## src/rtl/neopixel_frame_sequencer.sv

```systemverilog
// -----------------------------------------------------------------------------
// neopixel_frame_sequencer
//
// Double-buffered frame sequencer for a NeoPixel strand controller. The host
// writes pixel colours into a staging buffer; a commit pulse copies the staged
// frame into the active buffer in one cycle. The active frame is then streamed
// to the strand controller one colour byte at a time (R, B, G per pixel, pixel
// 0 first), followed by a send request. An optional refresh timer resends the
// active frame periodically.
//
// Ports
//   clock, reset_L        : clock and asynchronous active-low reset
//   wr_valid/wr_ready     : host pixel write handshake
//   wr_pixel, wr_grb      : pixel index and colour {G,R,B}
//   commit                : one-cycle request to display the staged frame
//   auto_refresh_en       : enable periodic resend of the active frame
//   busy, frame_done      : status (not idle / transmission complete pulse)
//   color_level/_index,
//   pixel_index,
//   load_color, send_it   : strand-side load and send requests
//   ready_to_load/_send   : strand-side flow control
// -----------------------------------------------------------------------------
module neopixel_frame_sequencer #(
    parameter int NUM_PIXELS     = 5,
    parameter int REFRESH_CYCLES = 500000
) (
    input  logic        clock,
    input  logic        reset_L,
    input  logic        wr_valid,
    output logic        wr_ready,
    input  logic [2:0]  wr_pixel,
    input  logic [23:0] wr_grb,
    input  logic        commit,
    input  logic        auto_refresh_en,
    output logic        busy,
    output logic        frame_done,
    output logic [7:0]  color_level,
    output logic [1:0]  color_index,
    output logic [2:0]  pixel_index,
    output logic        load_color,
    output logic        send_it,
    input  logic        ready_to_load,
    input  logic        ready_to_send
);

    localparam int TW = $clog2(REFRESH_CYCLES);
    localparam logic [TW-1:0] TIMER_LAST = TW'(REFRESH_CYCLES - 1);
    localparam logic [2:0]    LAST_PIXEL = 3'(NUM_PIXELS - 1);

    typedef enum logic [2:0] {
        IDLE,
        COPY,
        LOAD,
        SEND,
        WAIT_ACK,
        WAIT_DONE
    } state_t;

    state_t          state_reg, state_next;
    logic [2:0]      pix_reg, pix_next;
    logic [1:0]      col_reg, col_next;
    logic            pend_reg;
    logic            due_reg;
    logic [TW-1:0]   timer_reg;
    logic            load_start;
    logic            wr_accept;
    logic [23:0]     active_px;
    logic [23:0]     active_arr [NUM_PIXELS];

    assign wr_ready  = (state_reg != COPY);
    assign wr_accept = wr_valid && wr_ready;
    assign busy      = (state_reg != IDLE);

    // Per-pixel staging/active registers. Writes to indices beyond the strand
    // match no pixel and are silently dropped. The COPY cycle blocks writes,
    // so the copy always sees a stable staging buffer.
    generate
        for (genvar gi = 0; gi < NUM_PIXELS; gi++) begin : g_pixel
            logic [23:0] staging_reg;
            logic [23:0] active_reg;

            always_ff @(posedge clock or negedge reset_L) begin
                if (!reset_L) begin
                    staging_reg <= '0;
                    active_reg  <= '0;
                end else begin
                    if (wr_accept && (wr_pixel == 3'(gi)))
                        staging_reg <= wr_grb;
                    if (state_reg == COPY)
                        active_reg <= staging_reg;
                end
            end

            assign active_arr[gi] = active_reg;
        end
    endgenerate

    // Select the active pixel addressed by the load counter.
    always_comb begin
        active_px = '0;
        for (int i = 0; i < NUM_PIXELS; i++) begin
            if (pix_reg == 3'(i))
                active_px = active_arr[i];
        end
    end

    // Next-state and strand-side outputs. Outputs are Mealy on the ready
    // inputs so a pulse is issued in the very cycle the strand is ready.
    always_comb begin
        state_next  = state_reg;
        pix_next    = pix_reg;
        col_next    = col_reg;
        load_color  = 1'b0;
        send_it     = 1'b0;
        frame_done  = 1'b0;
        color_level = '0;
        color_index = '0;
        pixel_index = '0;

        case (state_reg)
            IDLE: begin
                if (pend_reg)
                    state_next = COPY;
                else if (due_reg)
                    state_next = LOAD;
            end
            COPY: state_next = LOAD;
            LOAD: begin
                if (ready_to_load) begin
                    load_color  = 1'b1;
                    pixel_index = pix_reg;
                    color_index = col_reg;
                    case (col_reg)
                        2'd0:    color_level = active_px[15:8];
                        2'd1:    color_level = active_px[7:0];
                        default: color_level = active_px[23:16];
                    endcase
                    if (col_reg == 2'd2) begin
                        col_next = 2'd0;
                        if (pix_reg == LAST_PIXEL)
                            state_next = SEND;
                        else
                            pix_next = pix_reg + 3'd1;
                    end else begin
                        col_next = col_reg + 2'd1;
                    end
                end
            end
            SEND: begin
                if (ready_to_send) begin
                    send_it    = 1'b1;
                    state_next = WAIT_ACK;
                end
            end
            WAIT_ACK: begin
                if (!ready_to_send)
                    state_next = WAIT_DONE;
            end
            WAIT_DONE: begin
                if (ready_to_send) begin
                    frame_done = 1'b1;
                    state_next = IDLE;
                end
            end
            default: state_next = IDLE;
        endcase

        // Every entry into LOAD starts the frame from (pixel 0, R).
        load_start = (state_reg != LOAD) && (state_next == LOAD);
        if (load_start) begin
            pix_next = '0;
            col_next = '0;
        end
    end

    always_ff @(posedge clock or negedge reset_L) begin
        if (!reset_L) begin
            state_reg <= IDLE;
            pix_reg   <= '0;
            col_reg   <= '0;
            pend_reg  <= 1'b0;
            due_reg   <= 1'b0;
            timer_reg <= '0;
        end else begin
            state_reg <= state_next;
            pix_reg   <= pix_next;
            col_reg   <= col_next;

            // A commit landing in the COPY cycle is kept for the next frame.
            if (state_reg == COPY)
                pend_reg <= 1'b0;
            if (commit)
                pend_reg <= 1'b1;

            if (!auto_refresh_en) begin
                timer_reg <= '0;
                due_reg   <= 1'b0;
            end else begin
                if (load_start)
                    due_reg <= 1'b0;
                if (frame_done) begin
                    timer_reg <= '0;
                end else if (timer_reg == TIMER_LAST) begin
                    timer_reg <= '0;
                    due_reg   <= 1'b1;
                end else begin
                    timer_reg <= timer_reg + TW'(1);
                end
            end
        end
    end

endmodule

```

## config.mk

```make
export PLATFORM = sky130hd
export DESIGN_NAME = neopixel_frame_sequencer
export DESIGN_NICKNAME = d
export VERILOG_FILES = /design/src/rtl/neopixel_frame_sequencer.sv
export SDC_FILE = /design/constraint.sdc
export NUM_CORES = 1
export LEC_CHECK = 0
export ABC_AREA = 1
export BUFFER_PORTS_ARGS = -buffer_cell sky130_fd_sc_hd__buf_2
export CAP_MARGIN = 30
export CORE_MARGIN = 4
export CORE_UTILIZATION = 59
export DETAILED_ROUTE_END_ITERATION = 7
export GPL_TIMING_DRIVEN = 0
export HOLD_SLACK_MARGIN = 0.03
export PLACE_DENSITY = 0.77
export RECOVER_POWER = 25
export SLEW_MARGIN = 20
export SYNTH_ARGS = -nofsm -noshare
export SYNTH_HDL_FRONTEND = slang
export SYNTH_SLANG_ARGS = --single-unit
```

## constraint.sdc

```tcl
create_clock -name clock -period 4 [get_ports clock]
set_input_delay 0.6 -clock clock [delete_from_list [all_inputs] [get_ports clock]]
set_output_delay 0.6 -clock clock [all_outputs]
set_load 0.02 [all_outputs]
```

==> impl_metrics.tcl <==
set metrics [dict create \
    status "complete, but fails checks" \
    violations "max-capacitance violations, max-slew violations" \
    io_buffers 51 \
    final_common_cell "nand2_1" \
    die_area_um2 22800 \
    ioPinCount 52 \
    period_minus_slack_ns 3.89 \
    synth_edf_count 0 \
    track_usage_pct 28.6 \
    post_cts_buffers 0 \
    antenna_found_initial 0 \
    worstPathRequired_ns 3.40 \
    drtPass1Iterations 5 \
    max_stage_delay_ns 0.44 \
    yosys.cell_types.count 36 \
    syn_nets 1564 \
    final_cell_mix "nand2_1, dfrtp_1, inv_1" \
    synthMuxAreaShare_pct 0 \
    fmax_ghz 0.257 \
    critPathArrivalTime_ns 3.29 \
    grt_pass1_wl_mm 50.7 \
    cts_root_buffer "clkbuf_16" \
    p_leak_uw 0.00727 \
    drive_gt1_share_pct 10.0 \
    tightest_slew_ns 2.09 \
    cts_made_buffers 29 \
    rr_worst_depth 7 \
    drt-total-wl_mm 31.5 \
    finalNetCount 1648 \
    finalInstanceArea_um2 13700 \
    clk_latency_ns 0.53 \
    gp_congestion 0.891 \
    finClkSkew_ns 0.0116 \
    avgRoutedWirePerCell_um 16.6 \
    synthToLayoutAreaGrowth_pct 13.3 \
    synth_compound_area_share_pct 7.93 \
    crit_top_cell "nand2_1" \
    slew_headroom_pct -39.5 \
    hold_violations 0 \
    worst_slack_ns 0.112 \
    grt_overflow 0 \
    ir_drop_mv 0.424 \
    startpoint_type "flop" \
    setup_viol_count_final 0 \
    hpwl_mm 22.4 \
    cts.htree.levels 1 \
    start_util_pct 59.8 \
    ys.flop_type "dfrtp_1" \
    cts_tree "yes" \
    worstPathCellList "ha_1 -> ha_1 -> clkbuf_1 -> inv_1 -> buf_1 -> o21ai_0 -> inv_1 -> nand2_1 -> nand2_1 -> nand2_1 -> nand2_1 -> nand2_1 -> nor2_1 -> buf_2" \
    placed_cells 1847 \
    syn_area_um2 12100 \
    path_buf_inv 5 \
    hp-class "primary input to flop" \
    worst_hold_startpoint "commit" \
    drt-initial-drc-count 838 \
    synthXorXnorAreaFrac_pct 0.363 \
    vias_per_cell 5.36 \
    placedInstanceArea_um2 12700 \
    slew_violations 88 \
    critPathSlowestCell "buf_1" \
    crit_family "buffers and inverters" \
    antenna-diode-count 0 \
    synthArstFlopShare_pct 100 \
    hold_path_depth 2 \
    die_x_um 151 \
    grt_pass1_vias 10036 \
    synthAdderAreaFrac_pct 0.623 \
    fillers 1685 \
    vias 10186 \
    synthSimpleGateAreaFrac_pct 27.6 \
    ys_seq_area_share_pct 55.9 \
    setup_tns_ns 0 \
    finalPower_uw 10000 \
    drtAntennaViolNets 0 \
    cp-end-kind "primary output" \
    cap_violations 1 \
    grt_max_degree 94 \
    pre_cts_slack_ns 0.843 \
    period_share_pct 97.2 \
    synth_seq_cells 269 \
    syn_area_per_cell_um2 7.91 \
    r2r-end "g_pixel[4].staging_reg[3]" \
    coreArea_um2 20200 \
    synthCells 1524 \
    worstPathMaxFanout 10 \
    regToRegSetupSlack_ns 1.88 \
    num_rows 52 \
    drc 0 \
    timing.rr.start "state_reg[2]" \
    die_y_um 151 \
    finalNonFillerCells 1899 \
    power_density_nw_per_um2 734 \
    clk_pin_slew_ns 0.06 \
    yosysWarningCount 0 \
    clkSinkCount 269 \
    synth_top_family_by_area "simple AND/OR/NAND/NOR gates" \
    path_class "flop to primary output" \
    hold_path_end "pend_reg" \
    rsz0062_at_grt "false" \
    cts_buffer_depth 3 \
]
-- timing repair --
item / CTS / global route
hold buffers: 0 / 0
gates resized for setup: 0 / 1
setup endpoints to repair: 0 / 1
-- final cells by class --
cell class	count	area [um2]	share of cell area, %
timing repair buffer	53	270	1.98
buffer	75	409	3.00
tap	270	338	2.47
sequential	269	6730	49.3
clock buffer	41	841	6.16
inverter	137	514	3.77
clock inverter	11	155	1.14
multi-input combinational	1043	4400	32.2
-- stage by stage --
step	util [%]	hold WS, ns
6_report	67.7	0.261
5_1_grt	67.7	0.266
4_1_cts	68.0	0.0833
3_5_place_dp	63.0	0.453
3_3_place_gp	62.7	0.444
2_1_floorplan	-	0.304
-- Yosys cell counts, types with 6 or more instances --
master / n / share of area, %
dfrtp_1: 269 / 56
o21ai_0: 111 / 4.6
nand2_1: 692 / 22
buf_6: 7 / 0.65
clkbuf_1: 31 / 0.97
a21oi_1: 10 / 0.42
buf_4: 12 / 0.75
o21ai_1: 61 / 2.5
nand3_1: 36 / 1.5
buf_2: 24 / 1.0
nor3_1: 11 / 0.46
inv_1: 131 / 4.1
ha_1: 6 / 0.62
nor2_1: 82 / 2.6
-- layer usage --
| metal | up-vias | global-route usage, % | share of wire [%] |
|---|---|---|---|
| met2 | 363 | 46.9 | 48 |
| met4 | 0 | 12.8 | 4.9 |
| met3 | 107 | 3.95 | 6.7 |
| met1 | 4860 | 38.2 | 41 |
| li1 | 4856 | - | - |
| met5 | - | 0 | 0 |
-- how the worst max path moves through the flow --
stage               slack, ns  cells after the start       start                         to
finish                   0.11                     14  pix_reg[0]             color_level[0]
global placement        -2.45                      1     reset_L  g_pixel[4].staging_reg[2]
floorplan                1.48                     13  pix_reg[0]             color_level[3]
detailed placement       0.84                     14  pix_reg[0]             color_level[0]
CTS                      0.21                     14  pix_reg[0]             color_level[0]
global route           0.0003                     14  pix_reg[0]             color_level[1]
-- cell families after synthesis --
| group | count (synthesis) |
|---|---|
| flops | 269 |
| buf+inv | 212 |
| xor+xnor | 5 |
| compound gates | 188 |
| simple gates | 844 |
| fa+ha+maj | 6 |
-- power breakdown --
group / leakage (uW) / total (uW) / internal (uW) / switching (uW)
Sequential: 0.00346 / 4270 / 3740 / 531
Clock: 0.000498 / 2780 / 1710 / 1070
Combinational: 0.00331 / 2980 / 943 / 2040
Total: 0.00727 / 10000 / 6400 / 3630
-- worst reg2reg max path: cells and delay by family, from the launching register on --
family	cells	cell delay, ns
and+or+nand+nor	3	0.60
DFF	1	0.47
AOI/OAI and AO/OA	1	0.19
buffers and inverters	3	0.71
No activity file was read; power rests on OpenSTA's default activity.
